File: src/rtl/spram_ctrl_pkg.sv
// Shared types and constants for the single-port RAM access controller.
package spram_ctrl_pkg;

  localparam int DEF_DATA_W     = 8;
  localparam int DEF_ADDR_W     = 6;
  localparam int DEF_LEN_W      = 4;
  localparam int RSP_FIFO_DEPTH = 2;

  typedef enum logic [1:0] {
    IDLE,
    WR_BURST,
    RD_BURST,
    RD_DRAIN
  } state_t;

endpackage

File: src/rtl/spram_rsp_fifo.sv
// Two-entry in-order response FIFO. A push and a pop in the same cycle are
// legal even when full, because the head is read before the slot is reused.
module spram_rsp_fifo
  import spram_ctrl_pkg::*;
#(
  parameter int DATA_W = DEF_DATA_W
) (
  input  logic              clk,
  input  logic              rst_n,
  input  logic              push,
  input  logic [DATA_W-1:0] push_data,
  input  logic              pop,
  output logic [DATA_W-1:0] pop_data,
  output logic [1:0]        count
);

  logic [DATA_W-1:0] mem [RSP_FIFO_DEPTH];
  logic              wr_ptr;
  logic              rd_ptr;

  // Pointer and occupancy bookkeeping.
  always_ff @(posedge clk) begin
    // NOTE: state registers use non-blocking assignments so every flop
    // samples the pre-edge values regardless of statement order.
    if (!rst_n) begin
      wr_ptr <= 1'b0;
      rd_ptr <= 1'b0;
      count  <= '0;
    end else begin
      if (push) wr_ptr <= ~wr_ptr;
      if (pop)  rd_ptr <= ~rd_ptr;
      count <= count + {1'b0, push} - {1'b0, pop};
    end
  end

  // Entry storage.
  always_ff @(posedge clk) begin
    // NOTE: storage is not reset; the occupancy counter alone decides
    // which entries are meaningful.
    if (push) mem[wr_ptr] <= push_data;
  end

  assign pop_data = mem[rd_ptr];

endmodule

File: src/rtl/spram_access_ctrl.sv
// Request-side controller for single_port_ram: command/write/response
// handshakes, burst sequencing with address wrap, read-latency alignment.
// Optional feature: define SPRAM_BURST_EN to honour cmd_len (multi-beat
// bursts); without it every command is one beat and no beat counter exists.
module spram_access_ctrl
  import spram_ctrl_pkg::*;
#(
  parameter int DATA_W = DEF_DATA_W,
  parameter int ADDR_W = DEF_ADDR_W,
  parameter int LEN_W  = DEF_LEN_W
) (
  input  logic              clk,
  input  logic              rst_n,
  input  logic              cmd_valid,
  output logic              cmd_ready,
  input  logic              cmd_we,
  input  logic [ADDR_W-1:0] cmd_addr,
  input  logic [LEN_W-1:0]  cmd_len,
  input  logic              wr_valid,
  output logic              wr_ready,
  input  logic [DATA_W-1:0] wr_data,
  output logic              rsp_valid,
  input  logic              rsp_ready,
  output logic [DATA_W-1:0] rsp_data,
  output logic [ADDR_W-1:0] ram_addr,
  output logic [DATA_W-1:0] ram_data,
  output logic              ram_we,
  input  logic [DATA_W-1:0] ram_q,
  output logic              busy
);

  state_t            state;
  logic [ADDR_W-1:0] addr_cnt;
  logic              inflight;   // a read issued last cycle, data on ram_q now
  logic [1:0]        fifo_count;
  logic              fifo_pop;
  logic              cmd_accept;
  logic              wr_beat;
  logic              rd_issue;
  logic              last_beat;
  logic [2:0]        occ;

  // Handshakes, credit-gated read issue and RAM pin drive. Outputs are
  // gated by rst_n so they read as idle during reset, before the first edge.
  always_comb begin
    // NOTE: every signal gets a default first so no path leaves one
    // unassigned and infers a latch.
    cmd_ready = 1'b0;
    wr_ready  = 1'b0;
    ram_we    = 1'b0;
    ram_data  = '0;
    ram_addr  = '0;
    rsp_valid = 1'b0;
    busy      = 1'b0;
    rd_issue  = 1'b0;
    // Occupancy seen by the next push; a pop this cycle frees its slot in
    // time, which keeps back-to-back reads at one per cycle.
    occ = {1'b0, fifo_count} + {2'b0, inflight} - {2'b0, fifo_pop};
    if (rst_n) begin
      cmd_ready = (state == IDLE);
      wr_ready  = (state == WR_BURST);
      ram_we    = wr_ready && wr_valid;
      ram_data  = ram_we ? wr_data : '0;
      ram_addr  = addr_cnt;
      rsp_valid = (fifo_count != 2'd0);
      busy      = (state != IDLE) || (fifo_count != 2'd0);
      rd_issue  = (state == RD_BURST) && (occ < 3'(RSP_FIFO_DEPTH));
    end
  end

  assign cmd_accept = cmd_valid && cmd_ready;
  assign wr_beat    = ram_we;
  assign fifo_pop   = rsp_valid && rsp_ready;

`ifdef SPRAM_BURST_EN
  logic [LEN_W-1:0] beat_cnt;

  // Remaining beats after the current one; reloaded on command accept.
  always_ff @(posedge clk) begin
    if (!rst_n) begin
      beat_cnt <= '0;
    end else if (cmd_accept) begin
      beat_cnt <= cmd_len;
    end else if (wr_beat || rd_issue) begin
      beat_cnt <= beat_cnt - LEN_W'(1);
    end
  end

  assign last_beat = (beat_cnt == '0);
`else
  logic unused_len;
  assign unused_len = ^cmd_len;
  assign last_beat  = 1'b1;
`endif

  // Burst FSM with address counter and read-in-flight tracking.
  always_ff @(posedge clk) begin
    if (!rst_n) begin
      state    <= IDLE;
      addr_cnt <= '0;
      inflight <= 1'b0;
    end else begin
      inflight <= rd_issue;
      case (state)
        IDLE: begin
          if (cmd_accept) begin
            addr_cnt <= cmd_addr;
            state    <= cmd_we ? WR_BURST : RD_BURST;
          end
        end
        WR_BURST: begin
          if (wr_beat) begin
            addr_cnt <= addr_cnt + ADDR_W'(1);
            if (last_beat) state <= IDLE;
          end
        end
        RD_BURST: begin
          if (rd_issue) begin
            addr_cnt <= addr_cnt + ADDR_W'(1);
            if (last_beat) state <= RD_DRAIN;
          end
        end
        RD_DRAIN: begin
          if (!inflight && fifo_count == 2'd0) state <= IDLE;
        end
        default: state <= IDLE;
      endcase
    end
  end

  spram_rsp_fifo #(.DATA_W(DATA_W)) u_rsp_fifo (
    .clk       (clk),
    .rst_n     (rst_n),
    .push      (inflight),
    .push_data (ram_q),
    .pop       (fifo_pop),
    .pop_data  (rsp_data),
    .count     (fifo_count)
  );

endmodule

File: config.mk
export PLATFORM = sky130hd
export DESIGN_NAME = spram_access_ctrl
export DESIGN_NICKNAME = d
export VERILOG_FILES = /design/src/rtl/spram_ctrl_pkg.sv /design/src/rtl/spram_rsp_fifo.sv /design/src/rtl/spram_access_ctrl.sv
export SDC_FILE = /design/constraint.sdc
export NUM_CORES = 1
export LEC_CHECK = 0
export CAP_MARGIN = 30
export CORE_AREA = 2 2 67 69
export DETAILED_ROUTE_END_ITERATION = 8
export DIE_AREA = 0 0 69 71
export PLACE_DENSITY = 0.77
export SYNTH_ARGS = -nofsm -noshare
export SYNTH_HDL_FRONTEND = slang
export SYNTH_SLANG_ARGS = --single-unit
File: constraint.sdc
create_clock -name clk -period 2.5 [get_ports clk]
set_input_delay 0.375 -clock clk [delete_from_list [all_inputs] [get_ports clk]]
set_output_delay 0.375 -clock clk [all_outputs]
set_load 0.01 [all_outputs]
==> flow_summary_export.csv <==
group,metric,value,unit
timing,finalCritPeriodShare,97.1,%
place,place_area,2230,um2
global_route,antenna_found_initial,0,
layout,regArea,763,um2
worst_hold_path,hold_path_class,"flip-flop to flip-flop",
routing,first_iter_violations,87,
power,power,2.31,mW
global_route,grt_pass1_wl,5730,um
clock_network,cts_made_buffers,5,
layout,fin_nets,246,
place,place_hpwl,2590,um
floorplan,rows,24,
timing,max_freq,0.412,GHz
global_route,grt_pass1_vias,1244,
logic_synthesis,ys_top_cells_by_count,"and2_1, edfxtp_1, dfxtp_1",
layout,fillCellCount,378,
logic_synthesis,ys_async_sr_fraction,0,%
routing,final_antenna_net_count,0,
worst_setup_path,crit_start,"u_rsp_fifo.count[0]",
layout,utilization,56.6,%
logic_synthesis,synth_area_leaders,"edfxtp_1, dfxtp_1, mux2_2",
worst_setup_path,cp.required,2.67,ns
routing,routed_wl,3360,um
logic_synthesis,yosysUniqueCellTypes,42,
clock_network,cts_hold_buf,0,
logic_synthesis,syn_area,1620,um2
global_route,overflow,0,
clock_network,cts_tree,"built",
floorplan,die_y,71,um
power,pwr_density_cell,971,nW/um2
power,pwr-share-seq,31.6,%
logic_synthesis,synth_top_area_cell,"edfxtp_1",
logic_synthesis,ys_ff_latch,30,
clock_network,cts_buffer_depth,2,
routing,wl_per_cell,13.1,um
layout,drive_above_1_share,24.4,%
logic_synthesis,yosys_warnings,0,
power,p_int,1.48,mW
worst_setup_path,cp_max_fo,6,
timing,worst_slew_pin_slew,0.681,ns
power,comb_power_share,52.6,%
routing,drtPass1Iterations,4,
power,swShare,35.8,%
timing,hold_viol,0,
clock_network,insertion_delay,0.28,ns
power,p_switching,0.828,mW
worst_setup_path,setup.worst_path.start_class,"flip-flop",
place,io_buffers,54,
logic_synthesis,synth.most_common_cell,"and2_1",
power,ir_drop,0.751,mV
layout,multi_input_area,832,um2
timing,period_needed,2.43,ns
logic_synthesis,synth_top_area_share,29.7,%
clock_network,cts.sinks,30,
logic_synthesis,syn-num-nets,183,
layout,insertedDiodeCount,0,
layout,area_delta_synth_final,47.0,%
worst_setup_path,reg2reg_from,"u_rsp_fifo.count[0]",
global_route,grt_max_degree,20,
floorplan,core_area,4200,um2
timing,clock_skew,0.00698,ns
power,p_clk_share,15.8,%
routing,num_vias,1247,
worst_hold_path,holdCritStartpoint,"u_rsp_fifo.rd_ptr",
power,total_leakage_power,0.906,nW
logic_synthesis,synth_edf_count,16,
timing,setup_viol,0,
floorplan,io_pins,59,
logic_synthesis,yosys_most_used_dff,"edfxtp_1",
place,place_congestion,0.756,
routing,vias_per_cell,4.85,
worst_setup_path,cp-end-kind,"flip-flop",
floorplan,die_area,4900,um2
clock_network,htree_levels,2,
logic_synthesis,synth.avg_cell_area,11.5,um2
run,drv_cap,0,
worst_setup_path,regToRegSetupSlack,0.07,ns
clock_network,clockRootBuffer,"clkbuf_8",
timing,slew_violations,0,
timing,slew_headroom,54.5,%
timing,tns,0,ns
logic_synthesis,ys_seq_area_share,47.0,%
outcome,status,"completed",
logic_synthesis,synthCells,141,
global_route,grt.total_usage,14.7,%
clock_network,clk_pin_slew_worst_paths,0.07,ns
routing,drc,0,
worst_setup_path,crit_arrival,2.60,ns
floorplan,fp.dieW,69,um
floorplan,start_util,38.5,%
worst_setup_path,criticalPathCategory,"flip-flop to flip-flop",
layout,finalInstanceArea,2380,um2
-- final cells by class --
class	instances	area share [%]
timing repair buffer	62	25.3
multi-input combinational	96	35.0
tap	52	2.74
clock inverter	2	0.421
clock buffer	6	3.05
sequential	30	32.1
inverter	9	1.42
-- sequential cells by signal, indices dropped and copies added (netlist names), named ones only --
signal and flops:
u_rsp_fifo.rd_ptr 1, inflight 1, u_rsp_fifo.mem 16, addr_cnt 6, u_rsp_fifo.count 2, u_rsp_fifo.wr_ptr 1
state 2
-- routing by layer --
layer  part of all wire [%]  vias to the layer above  GRT usage (%)
li1                       -                      629              -
met1                     44                      574           17.1
met2                     48                       36           24.9
met3                    5.5                        8           4.84
met4                    1.8                        0           6.10
met5                      0                        -              0
-- placed cells by master (no fill, tap or decap), types with 4 or more instances in the layout --
master / count
clkdlybuf4s50_1: 52
and2_1: 16
edfxtp_1: 16
dfxtp_1: 12
mux2_2: 11
inv_1: 8
buf_4: 8
ha_1: 7
nand2_1: 6
nor2_1: 5
nand3_1: 5
clkbuf_8: 5
a32o_1: 4
-- cells by family after synthesis --
family	count (synthesis)	share of synthesized area, %
simple gates	51	19.3
flops	30	47.0
compound gates	19	10.7
buf+inv	16	4.95
mux	12	8.28
fa+ha+maj	10	8.20
xor+xnor	3	1.62
-- through the flow --
stage | hold WS (ns) | std cells | setup WS, ns
floorplan | 0.474 | 141 | -0.000125
global placement | 0.497 | 246 | -0.354
detailed placement | 0.510 | 246 | -0.401
CTS | 0.529 | 256 | 0.0323
global route | 0.563 | 257 | -0.0118
finish | 0.519 | 257 | 0.0731
-- worst max-delay path: stages (launching register included) --
cell and delay, ns:
dfxtp_2 0.33, o21a_1 0.19, and2_4 0.15, ha_4 0.25
inv_1 0.03, ha_2 0.17, fa_2 0.53, nand2b_4 0.15
o21ai_4 0.08, and2_4 0.19, a32o_1 0.25
-- path summary, 6_finish.rpt --
kind	endpoint	cells after the start
min reg2reg	u_rsp_fifo.rd_ptr	2
max	addr_cnt[4]	10
max reg2reg	addr_cnt[4]	10
min	u_rsp_fifo.rd_ptr	2
-- power by group through the flow --
stage                     Clock, mW  Sequential [mW]  Combinational [mW]
final                         0.365            0.730                1.21
after global routing          0.401            0.748                1.33
after CTS                     0.378            0.727                1.19
after floorplan                   0            0.707               0.838
after global placement            0            0.734                1.12
after detailed placement          0            0.736                1.14
-- what timing repair did --
item,in CTS,in global routing
endpoints found under the setup margin,9,6
setup buffers,2,1
gates cloned,1,0
pin swaps,4,4
resized for setup,3,6
Note: power is estimated with default switching activity, not from simulation.
